[src/rtl/mux_sel_pkg.sv]
// Shared constants and helpers for the registered channel selector.
// Channel slicing works on a zero-extended bus so it serves any WIDTH/NCH.
package mux_sel_pkg;

  localparam logic MODE_SEL = 1'b0;
  localparam logic MODE_RR  = 1'b1;

  localparam int BUS_MAX = 1024;
  localparam int CH_MAX  = 64;

  // Returns channel idx of a flattened bus of w-bit channels; callers cast down to w bits.
  function automatic logic [CH_MAX-1:0] ch_slice(input logic [BUS_MAX-1:0] bus,
                                                 input int unsigned       idx,
                                                 input int unsigned       w);
    ch_slice = CH_MAX'(bus >> (idx * w));
  endfunction

endpackage

[src/rtl/mux_sel_reg_if.sv]
// Handshake bundle between data sources, the selector and its consumer.
// Optional MUX_SEL_REG_PARITY_EN adds out_parity.
interface mux_sel_reg_if #(
    parameter int WIDTH = 5,
    parameter int NCH   = 4
);
    localparam int SELW = $clog2(NCH);

    logic [NCH*WIDTH-1:0] in_data;
    logic [NCH-1:0]       in_valid;
    logic [NCH-1:0]       in_ready;
    logic                 mode;
    logic [SELW-1:0]      select;
    logic [WIDTH-1:0]     out_data;
    logic [SELW-1:0]      out_ch;
    logic                 out_valid;
    logic                 out_ready;
`ifdef MUX_SEL_REG_PARITY_EN
    logic                 out_parity;
`endif

    modport master (
        output in_data, in_valid, mode, select, out_ready,
`ifdef MUX_SEL_REG_PARITY_EN
        input  out_parity,
`endif
        input  in_ready, out_data, out_ch, out_valid
    );

    modport slave (
        input  in_data, in_valid, mode, select, out_ready,
`ifdef MUX_SEL_REG_PARITY_EN
        output out_parity,
`endif
        output in_ready, out_data, out_ch, out_valid
    );

endinterface

[src/rtl/mux_sel_reg_rr_arbiter.sv]
// Combinational round-robin find-first: scans ptr+1, ptr+2, ... with wrap.
// The lowest offset from ptr with a request wins.
module rr_arbiter #(
    parameter int NCH = 4
) (
    input  logic [NCH-1:0]         req,
    input  logic [$clog2(NCH)-1:0] ptr,
    output logic [$clog2(NCH)-1:0] gnt_idx,
    output logic                   gnt_valid
);
    localparam int SELW = $clog2(NCH);

    logic [SELW-1:0] cand;

    // NOTE: every output of a combinational block gets a default first, so no path leaves it unassigned and no latch is inferred.
    always_comb begin
        gnt_idx   = '0;
        gnt_valid = 1'b0;
        cand      = '0;
        // Walk from the farthest offset down so the nearest requester is written last.
        for (int k = NCH; k >= 1; k--) begin
            cand = SELW'((32'(ptr) + 32'(k)) % 32'(NCH));
            if (req[cand]) begin
                gnt_idx   = cand;
                gnt_valid = 1'b1;
            end
        end
    end

endmodule

[src/rtl/mux_sel_reg.sv]
// Registered NCH:1 selector with valid/ready handshakes, explicit or round-robin grant.
// Optional MUX_SEL_REG_PARITY_EN adds a registered even-parity output.
module mux_sel_reg
    import mux_sel_pkg::*;
#(
    parameter int WIDTH = 5,
    parameter int NCH   = 4
) (
    input logic          clk,
    input logic          rst,
    mux_sel_reg_if.slave bus
);
    localparam int SELW = $clog2(NCH);

    logic [SELW-1:0]  rr_ptr;
    logic [SELW-1:0]  arb_idx;
    logic             arb_valid;
    logic [SELW-1:0]  gnt_idx;
    logic             gnt_valid;
    logic             load;
    logic             xfer;
    logic [WIDTH-1:0] sel_data;
    logic [WIDTH-1:0] out_data_q;
    logic [SELW-1:0]  out_ch_q;
    logic             out_valid_q;

    rr_arbiter #(.NCH(NCH)) u_arb (
        .req       (bus.in_valid),
        .ptr       (rr_ptr),
        .gnt_idx   (arb_idx),
        .gnt_valid (arb_valid)
    );

    assign load = !out_valid_q || bus.out_ready;

    always_comb begin
        gnt_idx   = '0;
        gnt_valid = 1'b0;
        if (bus.mode == MODE_RR) begin
            gnt_idx   = arb_idx;
            gnt_valid = arb_valid;
        end else if (32'(bus.select) < 32'(NCH)) begin
            gnt_idx   = bus.select;
            gnt_valid = bus.in_valid[bus.select];
        end
    end

    assign xfer     = load && gnt_valid;
    assign sel_data = WIDTH'(ch_slice(BUS_MAX'(bus.in_data), 32'(gnt_idx), WIDTH));

    always_comb begin
        bus.in_ready = '0;
        if (xfer) bus.in_ready[gnt_idx] = 1'b1;
    end

    // NOTE: registers use non-blocking assignments so every flop samples pre-edge values regardless of statement order.
    always_ff @(posedge clk or posedge rst) begin
        if (rst) begin
            out_valid_q <= 1'b0;
            out_data_q  <= '0;
            out_ch_q    <= '0;
            rr_ptr      <= SELW'(NCH - 1);
        end else if (xfer) begin
            out_valid_q <= 1'b1;
            out_data_q  <= sel_data;
            out_ch_q    <= gnt_idx;
            if (bus.mode == MODE_RR) rr_ptr <= gnt_idx;
        end else if (bus.out_ready) begin
            out_valid_q <= 1'b0;
        end
    end

    assign bus.out_valid = out_valid_q;
    assign bus.out_data  = out_data_q;
    assign bus.out_ch    = out_ch_q;

`ifdef MUX_SEL_REG_PARITY_EN
    logic out_parity_q;

    always_ff @(posedge clk or posedge rst) begin
        if (rst)       out_parity_q <= 1'b0;
        else if (xfer) out_parity_q <= ^sel_data;
    end

    assign bus.out_parity = out_parity_q;
`endif

endmodule

[src/flat_wrapper.sv]
// flat-port wrapper written by rule: the top's interface ports become plain ports
module mux_sel_reg_flat import mux_sel_pkg::*;
#(
    parameter int WIDTH = 5,
    parameter int NCH   = 4
)
  (clk, rst, bus_in_data, bus_in_valid, bus_mode, bus_select, bus_out_ready, bus_in_ready, bus_out_data, bus_out_ch, bus_out_valid);
  mux_sel_reg_if #(.WIDTH(WIDTH), .NCH(NCH)) bus_i ();
  input logic clk;
  input logic rst;
  input wire logic [$bits(bus_i.in_data)-1:0] bus_in_data;
  input wire logic [$bits(bus_i.in_valid)-1:0] bus_in_valid;
  input wire logic [$bits(bus_i.mode)-1:0] bus_mode;
  input wire logic [$bits(bus_i.select)-1:0] bus_select;
  input wire logic [$bits(bus_i.out_ready)-1:0] bus_out_ready;
  output wire logic [$bits(bus_i.in_ready)-1:0] bus_in_ready;
  output wire logic [$bits(bus_i.out_data)-1:0] bus_out_data;
  output wire logic [$bits(bus_i.out_ch)-1:0] bus_out_ch;
  output wire logic [$bits(bus_i.out_valid)-1:0] bus_out_valid;
  assign bus_i.in_data = bus_in_data;
  assign bus_i.in_valid = bus_in_valid;
  assign bus_i.mode = bus_mode;
  assign bus_i.select = bus_select;
  assign bus_i.out_ready = bus_out_ready;
  assign bus_in_ready = bus_i.in_ready;
  assign bus_out_data = bus_i.out_data;
  assign bus_out_ch = bus_i.out_ch;
  assign bus_out_valid = bus_i.out_valid;
  mux_sel_reg #(.WIDTH(WIDTH), .NCH(NCH)) u_core (.clk(clk), .rst(rst), .bus(bus_i));
endmodule
[config.mk]
export PLATFORM = sky130hd
export DESIGN_NAME = mux_sel_reg_flat
export DESIGN_NICKNAME = d
export VERILOG_FILES = /design/src/rtl/mux_sel_pkg.sv /design/src/rtl/mux_sel_reg_if.sv /design/src/rtl/mux_sel_reg_rr_arbiter.sv /design/src/rtl/mux_sel_reg.sv /design/src/flat_wrapper.sv
export SDC_FILE = /design/constraint.sdc
export NUM_CORES = 1
export LEC_CHECK = 0
export ABC_AREA = 0
export BUFFER_PORTS_ARGS = -buffer_cell sky130_fd_sc_hd__buf_2
export CAP_MARGIN = 40
export CORE_ASPECT_RATIO = 0.9
export CORE_MARGIN = 4
export CORE_UTILIZATION = 30
export CTS_CLUSTER_DIAMETER = 120
export DETAILED_ROUTE_END_ITERATION = 8
export PLACE_DENSITY = 0.63
export SLEW_MARGIN = 40
export SYNTH_ARGS = -nofsm -noshare
export SYNTH_HDL_FRONTEND = slang
export SYNTH_SLANG_ARGS = --single-unit
export TNS_END_PERCENT = 5
[constraint.sdc]
create_clock -name clk -period 3.5 [get_ports clk]
set_input_delay 0.35 -clock clk [delete_from_list [all_inputs] [get_ports clk]]
set_output_delay 0.35 -clock clk [all_outputs]
set_load 0.02 [all_outputs]
==> impl_metrics.env <==
export IMPL_postCtsSetupBuffers=0
export IMPL_grt_pass1_vias=695
export IMPL_diodes=0
export IMPL_maxSlewViolCount=0
export IMPL_area_growth_pct=31.6
export IMPL_netlist_area_um2=763
export IMPL_synth_top_area_cell="dfrtp_1"
export IMPL_dp_cells=149
export IMPL_start_util=0.312
export IMPL_syn_nets=114
export IMPL_clk_path_buf_depth=2
export IMPL_crit_required_ns=3.15
export IMPL_row_count=17
export IMPL_portBuffers=41
export IMPL_ys_top_cells_by_count="nand2_1, mux2i_1, dfrtp_1"
export IMPL_grt_max_degree=16
export IMPL_endpoint_kind="output port"
export IMPL_hold_viol=0
export IMPL_drt_total_wl_mm=1.88
export IMPL_drcViolationCount=0
export IMPL_coreArea_um2=2450
export IMPL_cts_made_buffers=3
export IMPL_antenna_found_initial=0
export IMPL_crit_type="reg2out"
export IMPL_status="finished, final reports clean"
export IMPL_cts_tree="done"
export IMPL_synth_top_area_frac=0.262
export IMPL_pin_count=42
export IMPL_synth_edf_count=0
export IMPL_grt_pass1_wl_mm=3.15
export IMPL_clock_root_buffer="clkbuf_4"
export IMPL_setup_viol=0
export IMPL_synth_ff_type="dfrtp_1"
export IMPL_power_leakage_uw=0.000505
export IMPL_via_per_inst=4.84
export IMPL_crit_chain="a211oi_1 > o21ai_1 > a31o_1 > and3_1 > buf_2"
export IMPL_async_reset_ff_frac=1.00
export IMPL_cp_arrival_ns=2.10
export IMPL_max_slew_worst_pin_slew_ns=0.666
export IMPL_cp_top_family="compound AO/OA/AOI/OAI gates"
export IMPL_whs_ns=0.0580
export IMPL_ctsResizeCount=0
export IMPL_drt_antenna_violating_nets=0
export IMPL_path_max_fanout=15
export IMPL_period_minus_slack_ns=2.45
export IMPL_fin_nets=156
export IMPL_finish_utilization=0.411
export IMPL_synth_most_common_cell="nand2_1"
export IMPL_ys_warn_count=0
export IMPL_clk_pin_slew_ns=0.07
export IMPL_clk_latency_ns=0.26
export IMPL_vias=741
export IMPL_maxCapViolations=0
export IMPL_p_per_area_nw_per_um2=546
export IMPL_avgSynthCellArea_um2=9.09
export IMPL_yosysSeqAreaShare=0.331
export IMPL_tns_ns=0
export IMPL_critPathLaunchType="register"
export IMPL_cpMaxStageDelayCell="dfstp_2"
export IMPL_slowest_delay_ns=0.60
export IMPL_gp_congestion=0.717
export IMPL_peakVddDrop_mv=0.287
export IMPL_cts_sinks=10
export IMPL_stdcell_count=153
export IMPL_ys_seq_elements=10
export IMPL_dpl_hpwl_mm=1.56
export IMPL_rsz0062_at_grt="false"
export IMPL_grt_overflow=0
export IMPL_clock_skew_final_ns=0.00673
export IMPL_synth_cell_type_count=30
export IMPL_netlist_top_cells_area="dfrtp_1, mux2i_1, o221ai_1, dfstp_2, nand2_1"
export IMPL_fillers=243
export IMPL_die_w_um=61.2
export IMPL_fmax_mhz=408
export IMPL_initialDrtViolationCount=18
export IMPL_final_layout_size_suffix_gt1_frac=0.440
export IMPL_synthCells=84
export IMPL_grtUsageTotal=0.117
export IMPL_drt_pass1_iterations=4
export IMPL_path_buf_inv=1
export IMPL_holdBufCountCts=0
export IMPL_dieArea_um2=3420
export IMPL_wire_per_inst_um=12.3
export IMPL_fin_crit_sh=0.700
export IMPL_die_height_um=55.9
export IMPL_cts_htree_levels=1
export IMPL_relSlewSlack=0.556
export IMPL_hp_class="in2async"
logic make-up after synthesis:
kind of cell,Yosys count,share of synthesized area
buffers and inverters,10,0.0754
muxes,13,0.203
DFF,10,0.331
and+or+nand+nor,29,0.197
AOI/OAI and AO/OA,22,0.193
metrics by stage:
step | cell area (µm²) | power, µW | setup slack (ns)
after global placement | 968 | 451 | 1.21
after detailed placement | 968 | 451 | 1.20
final | 1000 | 548 | 1.05
after CTS | 1000 | 556 | 1.01
after global routing | 1000 | 592 | 0.916
after floorplan | 763 | 381 | 1.46
registers in the layout (all words and copies together), names as in the netlist:
signal / flops
u_core.bus.out_valid: 1
u_core.bus.out_ch: 2
u_core.rr_ptr: 2
u_core.bus.out_data: 5
metal layers:
metal	vias up	part of all wire	track usage
li1	394	-	-
met1	334	0.44	0.164
met2	11	0.53	0.178
met3	2	0.025	0.0278
met4	0	0.011	0.0279
met5	-	0	0
where the power goes:
group	total [µW]	internal (µW)	switching [µW]
clock network	102	63.0	38.7
logic	251	106	145
registers	196	161	34.5
total	548	330	218
layout by cell type, fill, tap and decap left out:
master / instances
buf_2: 41
nand2_1: 12
mux2i_1: 11
dfrtp_1: 8
o221ai_1: 7
nor2_1: 6
inv_1: 4
a21oi_1: 4
o21ai_1: 3
o21ai_0: 3
clkbuf_4: 3
inv_2: 2
nor2b_1: 2
nand2b_1: 2
dfstp_2: 2
mux4_2: 1
or4_4: 1
mux2i_4: 1
a211oi_1: 1
a31oi_1: 1
a31o_1: 1
nand2_4: 1
or2_2: 1
and3_1: 1
o21a_1: 1
or3_1: 1
o22ai_1: 1
nand3b_1: 1
or3b_2: 1
clkbuf_8: 1
path summary, 6_finish.rpt:
| kind | start | to | slack [ns] | cells past startpoint |
|---|---|---|---|---|
| min | rst | u_core.bus.out_data[1] | 0.06 | 2 |
| max reg2reg | u_core.rr_ptr[1] | u_core.bus.out_data[2] | 1.53 | 5 |
| max in group asynchronous | rst | u_core.rr_ptr[1] | 3.12 | 2 |
| min in group clk | bus_in_data[6] | u_core.bus.out_data[1] | 0.41 | 3 |
| max | u_core.rr_ptr[1] | bus_in_ready[2] | 1.05 | 5 |
| min reg2reg | u_core.bus.out_data[3] | u_core.bus.out_data[3] | 0.49 | 2 |
final cells by class:
| class | count | area (µm²) | share of cell area |
|---|---|---|---|
| Multi-Input combinational cell | 64 | 453 | 0.451 |
| Tap cell | 28 | 35.0 | 0.0349 |
| Timing Repair Buffer | 41 | 205 | 0.204 |
| Sequential cell | 10 | 253 | 0.252 |
| Inverter | 6 | 22.5 | 0.0224 |
| Clock buffer | 4 | 36.3 | 0.0361 |
No activity file was read; power rests on OpenSTA's default activity.
